**src/rtl/sw4_pkg.sv**
```systemverilog
// Shared types and constants for the sw4_debounce switch front end.
package sw4_pkg;

    typedef enum logic {
        IDLE   = 1'b0,
        SETTLE = 1'b1
    } sw4_state_t;

    localparam int SW4_STABLE_CYCLES_DEF = 50000;
    localparam int SW4_CNT_W_DEF         = 16;

    // Positions of the CALCOMP operands within the switch vector.
    localparam int SW4_A = 3;
    localparam int SW4_B = 2;
    localparam int SW4_C = 1;
    localparam int SW4_D = 0;

endpackage

```
**src/rtl/sw4_sync.sv**
```systemverilog
// Two-flop synchroniser of parameterised width; only the second stage is
// meant to be consumed by downstream logic.
module sw4_sync
    import sw4_pkg::*;
#(
    parameter int WIDTH = 4
) (
    input  logic             clk,
    input  logic             rst,
    input  logic [WIDTH-1:0] d_in,
    output logic [WIDTH-1:0] q_out
);

    logic [WIDTH-1:0] s1_d, s1_q;
    logic [WIDTH-1:0] s2_d, s2_q;

    always_comb begin
        s1_d = d_in;
        s2_d = s1_q;
    end

    always_ff @(posedge clk) begin
        if (rst) begin
            s1_q <= '0;
            s2_q <= '0;
        end else begin
            s1_q <= s1_d;
            s2_q <= s2_d;
        end
    end

    assign q_out = s2_q;

endmodule

```
**src/rtl/sw4_debounce.sv**
```systemverilog
// Synchronises and debounces four board switches as one vector and drives the
// CALCOMP a/b/c/d inputs. Define SW4_CHG_COUNT_EN to add the chg_count output.
module sw4_debounce
    import sw4_pkg::*;
#(
    parameter int STABLE_CYCLES = SW4_STABLE_CYCLES_DEF,
    parameter int CNT_W         = SW4_CNT_W_DEF
) (
    input  logic       clk,
    input  logic       rst,
    input  logic [3:0] sw_in,
    output logic       a,
    output logic       b,
    output logic       c,
    output logic       d,
    output logic       changed,
    output logic       busy
`ifdef SW4_CHG_COUNT_EN
    ,
    output logic [7:0] chg_count
`endif
);

    localparam logic [CNT_W-1:0] CNT_MAX = CNT_W'(STABLE_CYCLES - 1);

    logic [3:0] s2;

    sw4_sync #(.WIDTH(4)) u_sync (
        .clk   (clk),
        .rst   (rst),
        .d_in  (sw_in),
        .q_out (s2)
    );

    sw4_state_t       state_d, state_q;
    logic [3:0]       cand_d, cand_q;
    logic [3:0]       stable_d, stable_q;
    logic [CNT_W-1:0] cnt_d, cnt_q;
    logic             changed_d, changed_q;
    logic             busy_d, busy_q;

    // A bounce back to the old value beats a new candidate, which beats acceptance.
    always_comb begin
        state_d   = state_q;
        cand_d    = cand_q;
        stable_d  = stable_q;
        cnt_d     = cnt_q;
        changed_d = 1'b0;
        unique case (state_q)
            IDLE: begin
                if (s2 != stable_q) begin
                    state_d = SETTLE;
                    cand_d  = s2;
                    cnt_d   = '0;
                end
            end
            SETTLE: begin
                if (s2 == stable_q) begin
                    state_d = IDLE;
                end else if (s2 != cand_q) begin
                    cand_d = s2;
                    cnt_d  = '0;
                end else if (cnt_q == CNT_MAX) begin
                    stable_d  = cand_q;
                    changed_d = 1'b1;
                    state_d   = IDLE;
                end else begin
                    cnt_d = cnt_q + 1'b1;
                end
            end
            default: state_d = IDLE;
        endcase
        busy_d = (state_d == SETTLE);
    end

    always_ff @(posedge clk) begin
        if (rst) begin
            state_q   <= IDLE;
            cand_q    <= '0;
            stable_q  <= '0;
            cnt_q     <= '0;
            changed_q <= 1'b0;
            busy_q    <= 1'b0;
        end else begin
            state_q   <= state_d;
            cand_q    <= cand_d;
            stable_q  <= stable_d;
            cnt_q     <= cnt_d;
            changed_q <= changed_d;
            busy_q    <= busy_d;
        end
    end

    assign a       = stable_q[SW4_A];
    assign b       = stable_q[SW4_B];
    assign c       = stable_q[SW4_C];
    assign d       = stable_q[SW4_D];
    assign changed = changed_q;
    assign busy    = busy_q;

`ifdef SW4_CHG_COUNT_EN
    logic [7:0] chg_count_d, chg_count_q;

    always_comb begin
        chg_count_d = chg_count_q;
        if (changed_q) begin
            chg_count_d = chg_count_q + 8'd1;
        end
    end

    always_ff @(posedge clk) begin
        if (rst) begin
            chg_count_q <= 8'd0;
        end else begin
            chg_count_q <= chg_count_d;
        end
    end

    assign chg_count = chg_count_q;
`endif

endmodule

```
**config.mk**
```make
export PLATFORM = sky130hd
export DESIGN_NAME = sw4_debounce
export DESIGN_NICKNAME = d
export VERILOG_FILES = /design/src/rtl/sw4_pkg.sv /design/src/rtl/sw4_sync.sv /design/src/rtl/sw4_debounce.sv
export SDC_FILE = /design/constraint.sdc
export NUM_CORES = 1
export LEC_CHECK = 0
export BUFFER_PORTS_ARGS = -buffer_cell sky130_fd_sc_hd__buf_2
export CAP_MARGIN = 20
export CORE_MARGIN = 1
export CORE_UTILIZATION = 52
export DETAILED_ROUTE_END_ITERATION = 8
export GPL_ROUTABILITY_DRIVEN = 0
export PLACE_DENSITY_LB_ADDON = 0.15
export SETUP_SLACK_MARGIN = 0.1
export SKIP_LAST_GASP = 1
export SYNTH_ARGS = -nofsm -noshare
export SYNTH_HDL_FRONTEND = slang
export SYNTH_SLANG_ARGS = --single-unit
```
**constraint.sdc**
```tcl
create_clock -name clk -period 1.95 [get_ports clk]
set_input_delay 0 -clock clk [delete_from_list [all_inputs] [get_ports clk]]
set_output_delay 0 -clock clk [all_outputs]
set_load 0.005 [all_outputs]
```
; Yosys cells after proc, flatten, opt, wreduce, memory -nomap -nowiden
; Cells that the tools add are included.
[totals]
register_bits = 34
inputBits = 6
output_inout_bits = 6
word_cells = 38
[op_classes]
add_sub_neg = 1
n_eq_ne = 8
muxes = 15
bitwise = 3
n_reduce_logical = 4
[op_table]
columns = operator, n
row1 = 16-bit 2-to-1 mux, 4
row2 = 16-bit one-hot mux with 2 select lines, 1
row3 = "16-bit by 1-bit adder with 16-bit output, second input constant", 1
row4 = "16-bit equality test, second input constant", 1
row5 = 4-bit 2-to-1 mux, 3
row6 = 4-bit != test, 2
row7 = 4-bit one-hot mux with 2 select lines, 1
row8 = 3-bit AND reduction, 2
row9 = 1-bit 2-to-1 mux, 5
row10 = 4-bit equality test, 1
row11 = "2-bit != test, second input constant", 2
row12 = 4-bit AND reduction, 1
row13 = 4-bit OR reduction, 1
row14 = "3-bit != test, second input constant", 1
row15 = 1-bit NOT, 3
row16 = "2-bit by 1-bit != test with 1-bit output, second input constant", 1
row17 = 1-bit one-hot mux with 2 select lines, 1

; Depth between registers and ports, before layout
; Gate-level depths: netlist of the first run.
[logic_depth]
ltp_word = 5
ltp_mapped = 8
depth_no_buf = 6

; Modules after synthesis
; A second synthesis of the first run with hierarchy kept.
[unflattened]
cells_unflattened = 182
area_unflattened_um2 = 1555.2
[modules_own_cells]
columns = module, instances, cells_per_inst, area_per_inst_um2, seq_area_each_um2
row1 = sw4_debounce, 1, 166, 1345.0, 520.5
row2 = sw4_sync, 1, 16, 210.2, 160.2

; Worst setup path after synthesis of the first run
; Ideal clock, no wire load.
[synth_path]
path_kind = flip-flop to flip-flop
start = reg u_sync.s2_q[3] (netlist: u_sync.q_out[3])
end = reg cnt_q[9]
setup_ps = 72
t_arrival_ps = 1835
required_time_ps = 1878
path_slack_ps = 43
path_stages_with_launch = 7
path_buffers = 1
period_less_slack_ps = 1907
cell_sequence = dfxtp_1 nor2b_1 a2111o_1 or2_1 buf_2 or4_1 a21oi_1
[synth_via]
elab_chain_cells = 4
elab_cells_between_ends = 10
cone_classes = eq/ne: 6 / mux: 3 / reduce/logical: 1
[synth_lines]
columns = element, line
row1 = from (decl), sw4_sync.sv:15  ; logic [WIDTH-1:0] s2_d, s2_q;
row2 = from (signal assigned), sw4_sync.sv:25  ; s2_q <= '0;
row3 = from (signal assigned), sw4_sync.sv:28  ; s2_q <= s2_d;
row4 = 4-bit != test, sw4_debounce.sv:60  ; end else if (s2 != cand_q) begin
row5 = 16-bit 2-to-1 mux, sw4_debounce.sv:60
row6 = 16-bit 2-to-1 mux, sw4_debounce.sv:58  ; if (s2 == stable_q) begin
row7 = 16-bit one-hot mux with 2 select lines, sw4_debounce.sv:49  ; unique case (state_q)
row8 = to (signal assigned), sw4_debounce.sv:88  ; cnt_q <= cnt_d;
row9 = to (decl), sw4_debounce.sv:38  ; logic [CNT_W-1:0] cnt_d, cnt_q;
; Parallel ways exist; a longest one is shown, timed or not. The select of a mux whose other input is x is not followed.
; A chain may end at the register's enable or synchronous reset.

; Worst setup path after layout of the first run
[layout_path]
start = reg u_sync.s2_q[0] (netlist: u_sync.q_out[0])
end = reg cnt_q[10]
; Same word-level chain as after synthesis.

==> impl_metrics.csv, run 1 <==
group,metric,value,unit
outcome,outcome,"complete, but fails checks",
outcome,failed_checks,"design-rule violations",
logic_synthesis,synthMuxAreaShare,5.79,%
sta,setup_viol,0,
sta,fmax,0.522,GHz
logic_synthesis,ys.flop_type,"dfxtp_1",
logic_synthesis,post-synth-top-area-fraction,43.7,%
grt,overflow,0,
logic_synthesis,synth_area,0.00156,mm²
logic_synthesis,synth_area_leader_cell,"dfxtp_1",
layout,layout_commonest_cell,"dfxtp_1",
detailed_routing,dr.pass1.iters,6,
grt,grtUsageTotal,24.5,%
sta,finClkSkew,0.00378,ns
floorplan,ioPinCount,12,
detailed_routing,wl_per_cell,15.2,µm
placed_design,numPortBuffers,11,
floorplan,die_h,56.7,µm
logic_synthesis,yosysSeqAreaShare,43.7,%
detailed_routing,viasPerCell,5.77,
detailed_routing,vias,1420,
grt,antenna_found_initial,0,
logic_synthesis,synth.distinct_cells,35,
grt,grt_max_degree,28,
critical_path,crit_family,"simple AND/OR/NAND/NOR gates",
layout,drive_gt1_share,31.6,%
grt,grt_pass1_vias,1308,
logic_synthesis,synth_top_family_by_area,"simple AND/OR/NAND/NOR gates",
layout,insertedDiodeCount,0,
floorplan,fp.coreArea,0.00281,mm²
clocking,cts_tree,"yes",
logic_synthesis,synth-xor-area-share,3.38,%
clocking,clk_pin_slew,0.11,ns
logic_synthesis,synth_nets,181,
pwr,ir_drop,0.571,mV
critical_path,crit_required,2.23,ns
clocking,cts_sinks,34,
critical_path,cp_slowest_cell,"or4b_4",
critical_path,endpoint_kind,"flop",
layout,final_cell_mix,"dfxtp_1, buf_4, nand2_1",
sta,worst_slew_margin_rel,69.0,%
clocking,clock_latency,0.34,ns
sta,maxSlewViolCount,0,
logic_synthesis,synth-compound-area-share,13.7,%
layout,final_nets,221,
logic_synthesis,synth-simple-area-share,28.3,%
sta,worst_pin_slew,0.464,ns
logic_synthesis,synth_area_leaders,"dfxtp_1, mux2i_1, a2111o_1",
critical_path,worstPathArrival,2.20,ns
detailed_routing,wirelength,3740,µm
logic_synthesis,syn_avg_cell_area,8.95,µm²
floorplan,dieArea,0.00322,mm²
sta,hold_slack,0.0897,ns
layout,fin_area,0.00206,mm²
sta,period_share,98.3,%
critical_path,critPathKind,"reg -> reg",
pwr,power.leakage,0.000743,µW
clocking,cts_buffers,5,
sta,finalHoldViolCount,0,
logic_synthesis,synth_edf_count,0,
sta,tns,0,ns
flow_run,maxCapViolations,0,
floorplan,rows,19,
pwr,power_density,744,mW/mm²
critical_path,crit_fanout,5,
clocking,root_buffer,"clkbuf_4",
detailed_routing,drt_iter0_drc,67,
logic_synthesis,synth_cells,174,
clocking,clock_path_buffers,2,
worst_hold_path,hp-class,"in -> reg",
placed_design,dp_hpwl,2390,µm
critical_path,worst-path-buf-inv,0,
critical_path,start_kind,"flop",
logic_synthesis,ys_ff_latch,34,
grt,grt_pass1_wl,5930,µm
logic_synthesis,async_flop_share,0,%
layout,nFillCells,203,
floorplan,die_w,56.7,µm
floorplan,start_util,55.5,%
critical_path,path_cells,"nor2b_4 -> a2111o_1 -> or2_4 -> or4b_4 -> a21oi_2",
layout,area_growth,32.6,%
critical_path,max_stage_delay,0.49,ns
logic_synthesis,synth_adder_area_share,0.804,%
sta,rsz0062_at_grt,"yes",
detailed_routing,drc,2,
sta,post-route-min-period,1.92,ns
placed_design,placed_area,0.00175,mm²
detailed_routing,ant_nets,0,
logic_synthesis,ys_warn_count,0,
clocking,h-tree-depth,2,
[what timing repair did]
action	CTS	global route
pin swaps	1	15
resized for setup	3	27
hold buffers	4	0
cloned	0	1
hold endpoints to repair	4	0
buffers inserted	2	5
setup endpoints to repair	15	20
[sequential cells by signal (all words and copies together) (netlist names)]
name          cells
stable_q          4
cand_q            4
u_sync.s1_q       4
u_sync.q_out      4
changed           1
cnt_q            16
busy              1
[synthesized netlist by cell type (all sizes together) (5+ instances only)]
cell type and number:
nand4 6, a2111o 6, nor2 11, mux2i 9, nand3 5, a21oi 8
xnor2 5, nor2b 10, dfxtp 34, inv 10, nand2b 5, nand2 12
o21ai 12
[cells by family after synthesis]
kind of cell,Yosys count
compound gates,32
xor+xnor,6
fa+ha+maj,1
buf+inv,17
flops,34
mux,9
simple gates,75
[power by group]
group | switching, µW | internal [µW] | leakage [µW]
Combinational | 86.9 | 74.8 | 0.000407
Clock | 255 | 401 | 0.0000554
Sequential | 10.4 | 706 | 0.000281
Total | 353 | 1180 | 0.000743
[final cells by class]
cell class / instances / area, µm² / area share [%]
clock buffer: 5 / 37.5 / 1.82
clock inverter: 3 / 68.8 / 3.34
timing repair buffer: 39 / 287 / 13.9
tap: 31 / 38.8 / 1.88
sequential: 34 / 697 / 33.8
inverter: 10 / 37.5 / 1.82
multi-input combinational: 124 / 897 / 43.5
[per-layer routing]
metal | vias to the layer above | track usage (%) | routed length, µm
met5 | - | 0 | 0
met4 | 0 | 12.1 | 80
met3 | 9 | 5.76 | 221
met2 | 42 | 37.4 | 1770
met1 | 657 | 32.2 | 1660
li1 | 712 | - | -
[final timing paths]
path | depth (start not counted) | start | to | slack (ns)
setup / recovery | 5 | u_sync.q_out[0] | cnt_q[10] | 0.03
hold / removal | 2 | rst | cand_q[0] | 0.09
setup reg to reg | 5 | u_sync.q_out[0] | cnt_q[10] | 0.03
hold reg to reg | 1 | u_sync.s1_q[0] | u_sync.q_out[0] | 0.44
[stage by stage]
step | power, µW | instances | setup slack, ns | utilization (%)
floorplan | 808 | 174 | 0.0574 | -
global placement | 846 | 226 | 0.0642 | 62.4
detailed placement | 850 | 226 | 0.0213 | 62.4
CTS | 1520 | 240 | 0.0795 | 68.5
global route | 1590 | 246 | -0.00758 | 73.6
finish | 1530 | 246 | 0.0332 | 73.6
[worst register-to-register path, delay by kind of cell, from the launching register on]
family	cells	cell delay [ns]
AOI/OAI and AO/OA	2	0.57
and+or+nand+nor	3	0.92
DFF	1	0.37
Note: power is estimated with default switching activity, not from simulation.
==> run 2: changes to the inputs <==
--- a/config.mk
+++ b/config.mk
@@ -12,6 +12,7 @@
 export DETAILED_ROUTE_END_ITERATION = 8
 export GPL_ROUTABILITY_DRIVEN = 0
 export PLACE_DENSITY_LB_ADDON = 0.15
+export REMOVE_ABC_BUFFERS = 1
 export SETUP_SLACK_MARGIN = 0.1
 export SKIP_LAST_GASP = 1
 export SYNTH_ARGS = -nofsm -noshare
==> impl_metrics.csv, run 2 (same netlist as run 1, synthesis figures left out) <==
group,metric,value,unit
sta,finClkSkew,0.00814,ns
detailed_routing,wirelength,3820,µm
sta,post-route-min-period,1.93,ns
floorplan,dieArea,0.00322,mm²
worst_hold_path,hold_end,"stable_q[1]",
layout,drive_gt1_share,29.9,%
critical_path,reg2reg_to,"cnt_q[14]",
grt,top_usage_layer,"met2",
grt,grt_pass1_wl,5750,µm
floorplan,start_util,55.5,%
outcome,outcome,"complete, but fails checks",
clocking,root_buffer,"clkbuf_4",
floorplan,die_h,56.7,µm
grt,use_met2,35.7,%
grt,overflow,0,
sta,rsz0062_at_grt,"yes",
outcome,failed_checks,"design-rule violations",
worst_hold_path,hp-class,"in -> reg",
clocking,clk_pin_slew,0.12,ns
grt,antenna_found_initial,0,
worst_hold_path,worstHoldStart,"rst",
placed_design,numPortBuffers,11,
layout,final_nets,220,
clocking,cts_sinks,34,
flow_run,maxCapViolations,0,
floorplan,fp.coreArea,0.00281,mm²
layout,layout_commonest_cell,"dfxtp_1",
grt,grtUsageTotal,23.4,%
critical_path,crit_required,2.22,ns
clocking,clock_path_buffers,2,
worst_hold_path,whs_path_depth,2,
grt,grt_max_degree,28,
pwr,power.leakage,0.000739,µW
detailed_routing,dr.pass1.iters,6,
detailed_routing,vias,1449,
pwr,ir_drop,0.658,mV
clocking,clock_latency,0.35,ns
sta,worst_slew_margin_rel,69.0,%
sta,worst_pin_slew,0.465,ns
grt,grtUsageMet1,32.5,%
detailed_routing,drt_iter0_drc,83,
sta,fmax,0.519,GHz
layout,area_growth,30.9,%
critical_path,endpoint_kind,"flop",
placed_design,dp_hpwl,2360,µm
sta,finalHoldViolCount,0,
critical_path,start_kind,"flop",
grt,grt_pass1_vias,1265,
clocking,cts_buffers,5,
critical_path,crit_fanout,5,
layout,fin_area,0.00204,mm²
critical_path,worstPathArrival,2.20,ns
layout,largest_reg_flops,16,
layout,final_cell_mix,"dfxtp_1, buf_4, nand2_1",
grt,gr-usage-met3,5.53,%
floorplan,rows,19,
clocking,h-tree-depth,2,
critical_path,r2r_cells,5,
critical_path,r2r_start,"u_sync.q_out[1]",
floorplan,die_w,56.7,µm
critical_path,ff2ff_setup_slack,0.02,ns
sta,period_share,98.8,%
sta,setup_viol,0,
clocking,cts_tree,"yes",
layout,regMostFlops,"cnt_q",
detailed_routing,viasPerCell,5.91,
sta,maxSlewViolCount,0,
floorplan,ioPinCount,12,
pwr,total_power,1540,µW
critical_path,crit_start,"u_sync.q_out[1]",
detailed_routing,drc,2,
layout,insertedDiodeCount,0,
detailed_routing,ant_nets,0,
pwr,power_density,756,mW/mm²
detailed_routing,wl_per_cell,15.6,µm
placed_design,placed_area,0.00173,mm²
critical_path,critPathKind,"reg -> reg",
run 2: cell types whose count changed in the layout (fill, tap and decap cells not counted), moves of 2 or more:
| cell | delta |
|---|---|
| or4_1 | +2 |
| a21oi_1 | +2 |
| buf_6 | -2 |
| or4_4 | -2 |
| dfxtp_4 | -2 |
| dfxtp_2 | +3 |
| a21oi_2 | -2 |
run 2: layer usage:
layer,share of wire (%),vias up
met5,0,-
li1,-,709
met3,5.7,6
met1,47,696
met2,46,38
met4,1.3,0
run 2: final cells by class:
| class | instances | area [µm²] |
|---|---|---|
| Clock buffer | 5 | 37.5 |
| Clock inverter | 3 | 68.8 |
| Fill cell | 201 | 767 |
| Inverter | 10 | 37.5 |
| Multi-Input combinational cell | 124 | 891 |
| Sequential cell | 34 | 693 |
| Tap cell | 31 | 38.8 |
| Timing Repair Buffer | 38 | 272 |
run 2: timing repair:
action | in CTS | in global routing
resized for setup | 8 | 17
setup buffers | 2 | 7
setup endpoints to repair | 19 | 23
pin swaps | 1 | 4
endpoints found under the hold margin | 4 | 0
cloned | 0 | 1
hold buffers | 4 | 0
run 2: worst max path at each step:
stage,to,slack [ns],depth (start not counted)
6_report,cnt_q[14],0.02,5
5_1_grt,cnt_q[14],-0.02,5
4_1_cts,cnt_q[7],0.07,5
3_5_place_dp,cnt_q[5],0.01,5
3_3_place_gp,cnt_q[9],0.04,5
2_1_floorplan,cnt_q[3],0.04,6
run 2: worst max-delay path, stage by stage, from the launching register on:
cell,delay (ns)
dfxtp_1,0.44
xor2_1,0.12
a2111o_1,0.36
or2_2,0.38
or3_4,0.37
o221ai_1,0.19
run 2: per-stage QoR:
| step | instances | setup TNS, ns | hold slack [ns] | worst slack, ns | util [%] |
|---|---|---|---|---|---|
| global route | 245 | -0.112 | 0.102 | -0.0249 | 72.7 |
| detailed placement | 223 | 0 | 0.214 | 0.0115 | 61.5 |
| global placement | 223 | 0 | 0.207 | 0.0387 | 61.5 |
| floorplan | 167 | 0 | 0.0691 | 0.0427 | - |
| finish | 245 | 0 | 0.0756 | 0.0236 | 72.7 |
| CTS | 237 | 0 | 0.0755 | 0.0704 | 67.9 |
run 2: power breakdown:
part | leakage [µW] | internal, µW | switching [µW]
combinational | 0.000402 | 71.4 | 87.9
clock | 0.0000554 | 401 | 262
sequential | 0.000281 | 709 | 10.6
==> run 3: changes to the inputs <==
--- a/config.mk
+++ b/config.mk
@@ -13,7 +13,7 @@
 export GPL_ROUTABILITY_DRIVEN = 0
 export PLACE_DENSITY_LB_ADDON = 0.15
 export REMOVE_ABC_BUFFERS = 1
-export SETUP_SLACK_MARGIN = 0.1
+export SETUP_SLACK_MARGIN = 0.4
 export SKIP_LAST_GASP = 1
 export SYNTH_ARGS = -nofsm -noshare
 export SYNTH_HDL_FRONTEND = slang
==> impl_metrics.csv, run 3 (same netlist as run 1, synthesis figures left out) <==
group,metric,value,unit
outcome,outcome,"complete, but fails checks",
outcome,failed_checks,"design-rule violations",
critical_path,crit_top_cell,"buf_4",
detailed_routing,ant_nets,0,
pwr,power.leakage,0.000769,µW
critical_path,r2r_cells,7,
floorplan,start_util,55.5,%
clocking,h-tree-depth,2,
layout,largest_reg_flops,16,
layout,final_cell_mix,"dfxtp_1, buf_4, nand2_1",
critical_path,crit_required,2.20,ns
critical_path,crit_fanout,5,
critical_path,worstPathArrival,2.16,ns
grt,grt_pass1_wl,6400,µm
placed_design,dp_cells,223,
placed_design,pre_cts_slack,0.0115,ns
layout,final_nets,225,
layout,layout_commonest_cell,"dfxtp_1",
detailed_routing,vias,1489,
sta,finalWorstSetupSlack,0.0348,ns
floorplan,rows,19,
clocking,clk_pin_slew,0.11,ns
sta,rsz0062_at_grt,"yes",
detailed_routing,wl_per_cell,16.6,µm
layout,drive_gt1_share,33.8,%
grt,grtUsageTotal,26.5,%
critical_path,start_kind,"flop",
sta,fmax,0.522,GHz
layout,stdcell_count,250,
floorplan,dieArea,0.00322,mm²
critical_path,max_stage_delay,0.38,ns
worst_hold_path,hold_end,"stable_q[0]",
floorplan,ioPinCount,12,
critical_path,r2r_start,"cnt_q[1]",
sta,maxSlewViolCount,0,
grt,overflow,0,
clocking,root_buffer,"clkbuf_4",
clocking,clock_path_buffers,2,
detailed_routing,viasPerCell,5.96,
critical_path,critPathKind,"reg -> reg",
clocking,cts_buffers,5,
floorplan,die_w,56.7,µm
pwr,power_density,741,mW/mm²
placed_design,numPortBuffers,11,
sta,finalHoldViolCount,0,
floorplan,fp.coreArea,0.00281,mm²
sta,post-route-min-period,1.92,ns
grt,antenna_found_initial,0,
placed_design,placed_area,0.00173,mm²
clocking,cts_tree,"yes",
sta,worst_slew_margin_rel,69.1,%
grt,grt_pass1_vias,1396,
critical_path,cp_slowest_cell,"dfxtp_4",
clocking,clock_latency,0.35,ns
flow_run,maxCapViolations,0,
sta,setup_viol,0,
sta,worst_pin_slew,0.463,ns
grt,grt_max_degree,28,
worst_hold_path,worstHoldStart,"rst",
placed_design,dp_hpwl,2360,µm
worst_hold_path,whs_path_depth,2,
detailed_routing,drc,2,
worst_hold_path,hp-class,"in -> reg",
layout,insertedDiodeCount,0,
floorplan,die_h,56.7,µm
layout,fin_area,0.00212,mm²
sta,finClkSkew,0.00625,ns
clocking,cts_sinks,34,
layout,regMostFlops,"cnt_q",
sta,period_share,98.2,%
critical_path,ff2ff_setup_slack,0.03,ns
critical_path,path_cells,"buf_4 -> and3_4 -> nand4_1 -> buf_4 -> nor4b_2 -> mux2i_1 -> nor2_1",
detailed_routing,wirelength,4150,µm
pwr,ir_drop,0.710,mV
detailed_routing,dr.pass1.iters,6,
detailed_routing,drt_iter0_drc,86,
critical_path,reg2reg_to,"cnt_q[13]",
critical_path,endpoint_kind,"flop",
layout,area_growth,36.5,%
==> run 3: cell count changes in the layout (fill, tap and decap cells not counted), sizes merged <==
cell	previous run	this run
buf	34	39
==> run 3: timing repair <==
item,in CTS,in global routing
cloned,1,0
buffers inserted,10,4
endpoints found under the setup margin,24,25
resized for setup,31,15
hold buffers,4,0
pin swaps,6,6
hold endpoints to repair,4,0
==> run 3: stage by stage <==
stage	setup TNS (ns)	total power (µW)	util [%]	hold WS [ns]
6_report	0	1570	75.7	0.0751
5_1_grt	-0.0643	1630	75.7	0.0906
4_1_cts	0	1550	72.9	0.0776
3_5_place_dp	0	849	61.5	0.214
3_3_place_gp	0	846	61.5	0.207
2_1_floorplan	0	793	-	0.0691
==> run 3: area by class of cell <==
class	instances	area [µm²]
clock buffer	5	37.5
multi-input combinational	124	908
tap	31	38.8
timing repair buffer	43	332
inverter	10	37.5
sequential	34	702
clock inverter	3	68.8
fill	196	681
==> run 3: worst max-delay path, delay by kind of cell (launching register included) <==
kind	cells	cell delay, ns
mux	1	0.29
simple gates	4	0.77
buf+inv	2	0.37
flops	1	0.38
==> run 3: power breakdown <==
group	switching [µW]	internal [µW]
Sequential	9.07	705
Clock	261	401
Combinational	102	96.7
==> run 3: worst max-delay path by stage <==
stage	startpoint	endpoint	slack [ns]
after floorplan	cnt_q[0]	cnt_q[3]	0.04
after global placement	u_sync.q_out[2]	cnt_q[9]	0.04
after detailed placement	u_sync.q_out[2]	cnt_q[5]	0.01
after CTS	u_sync.q_out[3]	cnt_q[7]	0.10
after global routing	cnt_q[1]	cnt_q[13]	-0.05
final	cnt_q[1]	cnt_q[13]	0.03
==> run 3: layer usage <==
| metal | up-vias | track usage, % | wire length (µm) | share of wire (%) |
|---|---|---|---|---|
| met1 | 705 | 33.2 | 1870 | 45 |
| met5 | - | 0 | 0 | 0 |
| met2 | 49 | 42.3 | 1970 | 47 |
| met4 | 0 | 12.9 | 104 | 2.5 |
| li1 | 723 | - | - | - |
| met3 | 12 | 6.45 | 210 | 5.1 |
